**src/rtl/r200_divseq.sv**
```systemverilog
// Iterative 32-cycle restoring divider for the M-extension DIV/DIVU/REM/REMU ops.
// It holds the execute stage via stall until the DONE state.
module r200_divseq #(
  parameter int XLEN = 32
) (
  input  logic            clk,
  input  logic            rst_n,
  input  logic            start,
  input  logic [2:0]      func3,
  input  logic [XLEN-1:0] op1,
  input  logic [XLEN-1:0] op2,
  input  logic            kill,
  output logic            stall,
  output logic            busy,
  output logic            done,
  output logic [XLEN-1:0] result
);

  typedef enum logic [2:0] {
    S_IDLE,
    S_PREP,
    S_ITER,
    S_FIX,
    S_DONE
  } state_t;

  localparam logic [5:0]      LAST_ITER = 6'(XLEN - 1);
  localparam logic [XLEN-1:0] INT_MIN   = {1'b1, {(XLEN-1){1'b0}}};

  state_t state, state_nxt;

  logic [XLEN-1:0] op1_q, op2_q;
  logic            rem_op_q, signed_op_q;
  logic            q_neg_q, r_neg_q;
  logic [XLEN-1:0] dvd_q, dvs_q, rem_q;
  logic [5:0]      cnt_q;

  logic            accept;
  logic            div_zero, sgn_ovf;
  logic [XLEN-1:0] mag1, mag2;
  logic [XLEN:0]   shifted, diff;
  logic            q_bit;

  assign accept = start & func3[2] & ~kill;

  always_comb begin
    mag1     = (signed_op_q & op1_q[XLEN-1]) ? (~op1_q + 1'b1) : op1_q;
    mag2     = (signed_op_q & op2_q[XLEN-1]) ? (~op2_q + 1'b1) : op2_q;
    div_zero = (op2_q == '0);
    sgn_ovf  = signed_op_q & (op1_q == INT_MIN) & (op2_q == '1);
  end

  // One restoring step: a borrow out of the 33-bit subtract means the trial failed.
  always_comb begin
    shifted = {rem_q, dvd_q[XLEN-1]};
    diff    = shifted - {1'b0, dvs_q};
    q_bit   = ~diff[XLEN];
  end

  always_ff @(posedge clk) begin
    if (!rst_n) begin
      state <= S_IDLE;
    end else begin
      state <= state_nxt;
    end
  end

  always_comb begin
    state_nxt = state;
    case (state)
      S_IDLE: if (accept) state_nxt = S_PREP;
      S_PREP: begin
        if (kill)                    state_nxt = S_IDLE;
        else if (div_zero | sgn_ovf) state_nxt = S_DONE;
        else                         state_nxt = S_ITER;
      end
      S_ITER: begin
        if (kill)                    state_nxt = S_IDLE;
        else if (cnt_q == LAST_ITER) state_nxt = S_FIX;
      end
      S_FIX:  state_nxt = kill ? S_IDLE : S_DONE;
      S_DONE: state_nxt = S_IDLE;
      default: state_nxt = S_IDLE;
    endcase
  end

  always_comb begin
    busy  = 1'b0;
    done  = 1'b0;
    stall = 1'b0;
    case (state)
      S_IDLE: stall = rst_n & accept;
      S_PREP,
      S_ITER,
      S_FIX: begin
        busy  = 1'b1;
        stall = rst_n;
      end
      S_DONE: begin
        busy = 1'b1;
        done = 1'b1;
      end
      default: ;
    endcase
  end

  // result is written only on the edges that enter DONE, so a kill leaves it untouched.
  always_ff @(posedge clk) begin
    if (!rst_n) begin
      op1_q       <= '0;
      op2_q       <= '0;
      rem_op_q    <= 1'b0;
      signed_op_q <= 1'b0;
      q_neg_q     <= 1'b0;
      r_neg_q     <= 1'b0;
      dvd_q       <= '0;
      dvs_q       <= '0;
      rem_q       <= '0;
      cnt_q       <= '0;
      result      <= '0;
    end else begin
      case (state)
        S_IDLE: begin
          if (accept) begin
            op1_q       <= op1;
            op2_q       <= op2;
            rem_op_q    <= func3[1];
            signed_op_q <= ~func3[0];
          end
        end
        S_PREP: begin
          if (!kill) begin
            if (div_zero) begin
              result <= rem_op_q ? op1_q : '1;
            end else if (sgn_ovf) begin
              result <= rem_op_q ? '0 : INT_MIN;
            end else begin
              dvd_q   <= mag1;
              dvs_q   <= mag2;
              rem_q   <= '0;
              cnt_q   <= '0;
              q_neg_q <= signed_op_q & (op1_q[XLEN-1] ^ op2_q[XLEN-1]);
              r_neg_q <= signed_op_q & op1_q[XLEN-1];
            end
          end
        end
        S_ITER: begin
          rem_q <= q_bit ? diff[XLEN-1:0] : shifted[XLEN-1:0];
          dvd_q <= {dvd_q[XLEN-2:0], q_bit};
          cnt_q <= cnt_q + 6'd1;
        end
        S_FIX: begin
          if (!kill) begin
            if (rem_op_q) result <= r_neg_q ? (~rem_q + 1'b1) : rem_q;
            else          result <= q_neg_q ? (~dvd_q + 1'b1) : dvd_q;
          end
        end
        default: ;
      endcase
    end
  end

endmodule
```
**config.mk**
```make
export PLATFORM = sky130hd
export DESIGN_NAME = r200_divseq
export DESIGN_NICKNAME = d
export VERILOG_FILES = /design/src/rtl/r200_divseq.sv
export SDC_FILE = /design/constraint.sdc
export NUM_CORES = 1
export LEC_CHECK = 0
export BUFFER_PORTS_ARGS = -buffer_cell sky130_fd_sc_hd__buf_4
export CORE_ASPECT_RATIO = 0.75
export CORE_MARGIN = 5
export CORE_UTILIZATION = 50
export DETAILED_ROUTE_END_ITERATION = 10
export PLACE_DENSITY = 0.77
export SLEW_MARGIN = 10
export SYNTH_ARGS = -nofsm -noshare
export SYNTH_HDL_FRONTEND = slang
export SYNTH_SLANG_ARGS = --single-unit
```
**constraint.sdc**
```tcl
create_clock -name clk -period 4.4 [get_ports clk]
set_input_delay 0.88 -clock clk [delete_from_list [all_inputs] [get_ports clk]]
set_output_delay 0.88 -clock clk [all_outputs]
set_load 0.02 [all_outputs]
```
==> After elaboration in Yosys (flattened, before gate mapping) <==
Index checks and enable logic that the tools add are counted.
{ "op_classes": {"n_addsub": 6, "multipliers": 0, "div_mod_pow": 0, "order_cmp": 0, "n_eq_ne": 14, "n_shift": 0, "mux": 35, "bitwise_logic": 19, "reduce_logical": 11} }
{ "ops": {"columns": ["operator", "n"], "rows": [
  ["2-to-1 mux 32 bit", 18],
  ["one-hot mux 32 bit (2 select lines)", 3],
  ["adder 32 x 1 -> 32 bit, second input constant", 4],
  ["inverter 32 bit", 4],
  ["== test 32 bit, second input constant", 2],
  ["subtractor 33 x 32 -> 33 bit", 1],
  ["logical NOT 32 bit", 1],
  ["2-to-1 mux 3 bit", 6],
  ["2-to-1 mux 6 bit", 3],
  ["one-hot mux 3 bit (4 select lines)", 1],
  ["one-hot mux 6 bit (2 select lines)", 1],
  ["AND reduction 4 bit", 3],
  ["!= test 2 bit, second input constant", 5],
  ["bitwise AND 1 bit", 8],
  ["adder 6 x 1 -> 6 bit, second input constant", 1],
  ["== test 3 x 2 -> 1 bit, second input constant", 2],
  ["== test 6 x 5 -> 1 bit, second input constant", 1],
  ["!= test 3 bit, second input constant", 2],
  ["inverter 1 bit", 5],
  ["AND reduction 2 bit", 2],
  ["nonzero test 2 bit", 2],
  ["OR reduction 4 bit", 1],
  ["== test 3 x 1 -> 1 bit, second input constant", 1],
  ["== test 3 bit, second input constant", 1],
  ["other kinds (6)", 7]
]} }
{ "word_totals": {"ff_bits": 205, "latchBits": 0, "ram_bits": 0, "mem_bits_ro": 0, "in_bits": 71, "out_inout_bits": 35, "wordCells": 97, "mem_count": 0} }

==> Longest topological paths before layout <==
Gate-level depths: netlist (run 1).
{ "depth": {"depth_word": 7, "mapped_depth": 13, "mapped_depth_nobuf": 11} }

==> Least setup slack after synthesis (run 1) <==
Ideal clock, no wire load.
{ "synth_timing": {"path_kind": "reg2reg", "from": "register dvd_q[31]", "to": "register rem_q[19]", "setup_time_ps": 74, "arrival_ps": 3017, "t_required_ps": 4326, "path_slack_ps": 1309, "path_stages_with_launch": 13, "n_path_buf": 1, "period_less_slack_ps": 3091, "path_cell_list": "dfxtp_1 inv_1 ha_1 fa_1 nand2b_1 a21oi_1 o2111ai_1 a211oi_1 o31ai_1 a211oi_1 clkbuf_1 a32oi_1 o21ai_0"} }
{ "synth_between": {"elab_chain_len": 3} }
{ "synth_rtl": {"columns": ["element", "line_no", "source"], "rows": [
  ["from (decl)", "35", "logic [XLEN-1:0] dvd_q, dvs_q, rem_q;"],
  ["from (signal assigned)", "138", "dvd_q <= mag1;"],
  ["from (signal assigned)", "149", "dvd_q <= {dvd_q[XLEN-2:0], q_bit};"],
  ["subtractor 33 x 32 -> 33 bit", "56", "diff = shifted - {1'b0, dvs_q};"],
  ["2-to-1 mux 32 bit", "148", "rem_q <= q_bit ? diff[XLEN-1:0] : shifted[XLEN-1:0];"],
  ["one-hot mux 32 bit (2 select lines)", "122", "case (state)"],
  ["to (signal assigned)", "148", null],
  ["to (decl)", "35", null]
]} }
No other way between the ends.
A chain may end at the register's enable or synchronous reset.

==> Worst setup path after layout (run 1) <==
{ "layout_timing": {"from": "register dvd_q[31]", "to": "register rem_q[4]"} }
Same word-level chain as after synthesis.

==> metrics.yaml, run 1 <==
outcome:
  status: "finished clean"
synthesis:
  synth-simple-area-share_pct: 21.47
  yosysTopAreaCell: "dfxtp_1"
  synth.avg_cell_area_um2: 7.799
  synth-compound-area-share_pct: 27.36
  synth_nets: 1793
  synth_top_family_by_area: "compound AO/OA/AOI/OAI gates"
  synth_edf_count: 0
  ys_async_sr_fraction_pct: 0
  synth_area_leaders: "dfxtp_1 (31%), nand2_1 (9.2%), xor2_1 (4.7%)"
  synth.top_cells.by_count: "nand2_1 (320), dfxtp_1 (205), nor2_1 (93)"
  yosys.area.top_type_share_pct: 31.26
  synth_adder_area_share_pct: 3.775
  yosysSeqAreaShare_pct: 31.26
  netlist_instances: 1683
  yosysWarnings: 0
  muxShareOfSynthArea_pct: 1.754
  synthMostInstantiatedCell: "nand2_1"
  synth_xor_area_share_pct: 9.208
  synth_ff_type: "dfxtp_1"
  synth_seq_cells: 205
  ys_types: 78
  synth_area_um2: 13130
placement:
  hpwl_um: 30990
  port_buffers: 105
  place_congestion: 0.9798
  dp_cells: 2040
global_routing:
  grt_pass1_wl_um: 64780
  grt_overflow: 0
  antenna_found_initial: 0
  track_usage_pct: 26.98
  grt_pass1_vias: 11420
  grt_max_degree: 73
power:
  p_leak_uw: 0.006050
  switchingPower_uw: 1407
  p_int_uw: 3333
  p_comb_share_pct: 18.6
  pwr_density_cell_nw_per_um2: 320.8
  ir_drop_uv: 233.3
  pwr-share-clk_pct: 40.2
  p_sw_share_pct: 29.69
  seqPwrFrac_pct: 41.3
clocking:
  cts-root-buf: "clkbuf_16"
  clk_pin_slew_ns: 0.06
  cts_resized: 0
  cts_max_level: 1
  cts_tree: "done"
  cts_sinks: 205
  clock_path_buffers: 3
  clkLatencyLatePin_ns: 0.53
  post-cts-setup-buffers: 0
  cts_inserted_buffers: 23
  hold_buffers: 0
floorplanning:
  die_area_um2: 29630
  die_w_um: 197.1
  start_util_pct: 50.67
  ios: 106
  rows: 51
  dieHeight_um: 150.3
  core_um2: 25910
sta:
  hold_violations: 0
  skew_ns: 0.02514
  fin_hold_ws_ns: 0.4461
  rsz0062_at_grt: "no"
  fin_crit_ns: 3.925
  drv_slew: 0
  tns_ns: 0
  worst_slew_pin_slew_ns: 1.145
  setup_violations: 0
  timing.slew.headroom_pct: 23.54
  fin_crit_sh_pct: 89.20
  fmax_ghz: 0.2548
layout:
  final_cell_count_no_fill: 2080
  drive_gt1_share_pct: 10.60
  nNetsFinal: 1831
  synthToLayoutAreaGrowth_pct: 12.58
  n_antenna_cell: 0
flow_run:
  cap_violations: 0
routing:
  vias: 12980
  wire_per_inst_um: 19.91
  dr.pass1.iters: 6
  vias_per_cell: 6.241
  drt_iter0_drc: 1865
  ant_nets: 0
  drc: 0
  drt-total-wl_um: 41420
critical_path:
  cpPeakStageDelay_ns: 0.58
  cp_max_fo: 15
  cp-start-kind: "flop"
  cp-end-kind: "flop"
  crit_buf_inv: 2
  crit_type: "flop to flop"
  cpMaxStageDelayCell: "a211o_1"
  path_cells: "inv_1, ha_1, fa_1, nand2b_1, a21oi_1, o2111ai_1, a211oi_1, o311a_1, a211o_1, buf_4, mux2i_1, o21ai_0"
  required_ns: 4.81
  rrSetupSlack_ns: 0.48
  arrival_ns: 4.33
  cpLargestDelayFamily: "compound AO/OA/AOI/OAI gates"
worst_hold_path:
  holdCritPathClass: "flop to flop"
==> area by class of cell <==
type                       instances  area, µm²
clock buffer                      30      631.9
clock inverter                    10      105.1
fill                            2493      11130
inverter                          57      214.0
multi-input combinational       1310       8349
sequential                       205       4104
tap                              344      430.4
timing repair buffer             124      943.4
==> registers in the layout, indices dropped and copies added (netlist names) <==
signal       count
dvd_q           32
dvs_q           32
op1_q           32
op2_q           32
rem_q           32
result          32
cnt_q            6
state            3
q_neg_q          1
r_neg_q          1
rem_op_q         1
signed_op_q      1
==> final timing paths <==
kind	endpoint	from	cells past startpoint
worst max-delay path	rem_q[4]$_SDFFE_PN0P_	dvd_q[31]$_SDFFE_PN0P_	12
worst max register to register	rem_q[4]$_SDFFE_PN0P_	dvd_q[31]$_SDFFE_PN0P_	12
worst min register to register	result[5]$_SDFFE_PN0P_	result[5]$_SDFFE_PN0P_	2
worst min-delay path	result[5]$_SDFFE_PN0P_	result[5]$_SDFFE_PN0P_	2
==> power groups by stage <==
stage | combinational (µW) | sequential, µW | clock, µW
floorplan | 625 | 1970 | 0
global placement | 847 | 1990 | 0
detailed placement | 854 | 1990 | 0
CTS | 859 | 1950 | 1920
global route | 949 | 1960 | 2010
finish | 880 | 1960 | 1900
==> per-layer routing <==
metal | part of all wire, % | GRT usage [%] | up-vias
met2 | 37 | 35.15 | 747
met5 | 0 | 0 | -
met1 | 47 | 42.88 | 6022
li1 | - | - | 6138
met4 | 2.1 | 5.544 | 0
met3 | 14 | 8.076 | 75
==> stage by stage <==
| stage | power [µW] | setup slack (ns) | util (%) | area (µm²) |
|---|---|---|---|---|
| 6_report | 4740 | 0.4754 | 57.04 | 14780 |
| 5_1_grt | 4918 | 0.1811 | 57.04 | 14780 |
| 4_1_cts | 4734 | 0.5468 | 57.04 | 14780 |
| 3_5_place_dp | 2846 | 0.5814 | 54.20 | 14040 |
| 3_3_place_gp | 2836 | 0.6698 | 54.20 | 14040 |
| 2_1_floorplan | 2593 | 1.309 | - | 13130 |
==> cell usage in the layout, fill, tap and decap left out, types with 14 or more instances in the layout <==
| master | n |
|---|---|
| o2111ai_1 | 15 |
| nand4_1 | 21 |
| xor2_1 | 71 |
| a21oi_1 | 73 |
| mux2i_1 | 23 |
| dfxtp_1 | 205 |
| nand2_1 | 320 |
| o21ai_0 | 89 |
| o211ai_1 | 29 |
| a21boi_1 | 21 |
| nor4_1 | 15 |
| clkbuf_16 | 23 |
| nor3_1 | 28 |
| or4_1 | 14 |
| o31ai_1 | 35 |
| buf_4 | 123 |
| nand3_1 | 35 |
| ha_1 | 38 |
| xnor2_1 | 67 |
| a21boi_0 | 77 |
| o211a_1 | 33 |
| o41ai_1 | 17 |
| inv_1 | 56 |
| nor2_1 | 93 |
==> logic make-up (layout without fill, tap and decap cells) <==
group	after synthesis	count (layout)
AO/OA/AOI/OAI	501	501
XOR/XNOR	138	138
adder cells (fa/ha/maj)	39	39
buffers and inverters	168	221
flip-flops	205	205
multiplexers	23	23
AND/OR/NAND/NOR	609	609
==> worst reg2reg max path, stage by stage (launching register included) <==
cell and delay [ns]:
dfxtp_1 0.35, inv_1 0.08, ha_1 0.23, fa_1 0.39
nand2b_1 0.17, a21oi_1 0.26, o2111ai_1 0.36, a211oi_1 0.47
o311a_1 0.25, a211o_1 0.58, buf_4 0.35, mux2i_1 0.23
o21ai_0 0.09
Power figures use the tool's default switching activity.
==> run 2: changes to the inputs <==
Settings changed: PLACE_DENSITY 0.77 to 0.8, REMOVE_ABC_BUFFERS from default to 1.
Clock period 4.4 ns to 3.3 ns, I/O delays scaled along.
==> run 2 against run 1 <==
  * Hold slack got worse by 0.068 ns
  * Global-route usage decreased by 0.83 points
  * Sequential share of layout area is 1.1 points lower
  * Final cell count increased by 3.0%
  * Sequential cell count unchanged
  * Clock power grew 35%
  * Die area is the same
  * Via count grew 1.6%
==> metrics.yaml, run 2 (synthesis results as in run 1) <==
sta:
  timing.slew.headroom_pct: 39.88
  setup_violations: 0
  tns_ns: 0
  fin_crit_sh_pct: 97.48
  skew_ns: 0.01989
  drv_slew: 0
  fmax_ghz: 0.3109
  hold_violations: 0
  fin_crit_ns: 3.217
  worst_slew_pin_slew_ns: 0.9019
worst_hold_path:
  holdCritPathClass: "primary input to flop"
floorplanning:
  die_area_um2: 29630
  die_w_um: 197.1
  start_util_pct: 50.67
  dieHeight_um: 150.3
  ios: 106
  core_um2: 25910
  rows: 51
routing:
  top_layer_used: "met4"
  wl_met2_um: 17660
  vias: 13200
  ant_nets: 0
  dr.pass1.iters: 7
  drt-total-wl_um: 40550
  vias_per_cell: 6.158
  drc: 0
  met1_length_um: 18280
  drt_iter0_drc: 1392
  wire_per_inst_um: 18.92
  dr_wl_met3_um: 3754
placement:
  port_buffers: 105
  hpwl_um: 29340
  place_congestion: 0.9767
clocking:
  cts_inserted_buffers: 24
  cts_max_level: 1
  cts-root-buf: "clkbuf_16"
  clock_path_buffers: 3
  clkLatencyLatePin_ns: 0.54
  cts_tree: "done"
  hold_buffers: 0
  cts_sinks: 205
  clk_pin_slew_ns: 0.06
critical_path:
  cp-start-kind: "flop"
  crit_type: "flop to flop"
  cpMaxStageDelayCell: "fa_1"
  cpLargestDelayFamily: "compound AO/OA/AOI/OAI gates"
  cpPeakStageDelay_ns: 0.41
  cp_max_fo: 12
  arrival_ns: 3.64
  crit_buf_inv: 2
  required_ns: 3.73
  cp-end-kind: "flop"
  path_cells: "inv_1, ha_1, fa_1, nand2b_4, a21oi_2, o2111ai_2, a211oi_4, o31ai_4, a211o_4, clkbuf_16, mux2i_1, a22o_1"
layout:
  final_cell_mix: "nand2_1 (320), dfxtp_1 (204), buf_4 (180)"
  fin_util_pct: 59.47
  drive_gt1_share_pct: 14.23
  n_antenna_cell: 0
  mostFrequentLayoutCell: "nand2_1"
  nFillCells: 2363
  synthToLayoutAreaGrowth_pct: 17.37
  nNetsFinal: 1894
global_routing:
  grt_pass1_wl_um: 64150
  track_usage_pct: 26.15
  grt_max_degree: 78
  antenna_found_initial: 0
  grt_overflow: 0
  grt_pass1_vias: 12220
power:
  ir_drop_uv: 379.0
  pwr_density_cell_nw_per_um2: 429.5
  p_total_uw: 6617
  p_leak_uw: 0.006426
outcome:
  status: "finished clean"
flow_run:
  cap_violations: 0
run 2: per-layer routing:
layer	global-route usage, %	vias to the layer above
li1	-	6259
met1	38.34	6278
met2	40.40	584
met3	4.452	75
met4	5.960	0
met5	0	-
run 2: path summary, 6_finish.rpt:
kind,slack (ns),depth (start not counted),start,to
worst max-delay path,0.08,12,dvd_q[31]$_SDFFE_PN0P_,rem_q[0]$_SDFFE_PN0P_
worst min-delay path,0.38,3,op1[12],op1_q[12]$_SDFFE_PN0P_
worst max register to register,0.08,12,dvd_q[31]$_SDFFE_PN0P_,rem_q[0]$_SDFFE_PN0P_
worst min register to register,0.47,2,result[8]$_SDFFE_PN0P_,result[8]$_SDFFE_PN0P_
run 2: through the flow:
step	hold slack [ns]	cells	cell area (µm²)	setup slack, ns
floorplan	0.4409	1572	12660	-4.382
global placement	0.4444	2097	14490	0.1268
detailed placement	0.4522	2097	14490	-0.08227
CTS	0.3735	2138	15240	-0.01389
global route	0.3823	2143	15410	-0.02405
finish	0.3786	2143	15410	0.08330
run 2: area by class of cell:
class | instances | area, µm² | area share (%)
clock inverters | 5 | 42.54 | 0.2761
flip-flops and latches | 205 | 4105 | 26.65
well taps | 344 | 430.4 | 2.794
inverters | 57 | 214.0 | 1.389
multi-input cells | 1310 | 8437 | 54.76
repair buffers | 186 | 1481 | 9.616
clock buffers | 36 | 695.7 | 4.516
run 2: worst register-to-register path, cell delays in order (launching register included):
cell and delay (ns):
dfxtp_1 0.35, inv_1 0.07, ha_1 0.23, fa_1 0.41, nand2b_4 0.16, a21oi_2 0.20
o2111ai_2 0.22, a211oi_4 0.40, o31ai_4 0.14, a211o_4 0.41, clkbuf_16 0.20, mux2i_1 0.13
a22o_1 0.17
run 2: where the power goes:
part,switching (µW),leakage (µW),internal (µW)
Clock,1100,0.000365,1460
Combinational,827,0.00440,646
Sequential,64.4,0.00166,2520
run 2: timing repair:
| item | CTS | global route |
|---|---|---|
| cloned | 0 | 2 |
| buffers inserted | 0 | 3 |
| endpoints found under the hold margin | 0 | 0 |
| pin swaps | 1 | 5 |
| setup endpoints to repair | 29 | 90 |
| resized for setup | 1 | 15 |
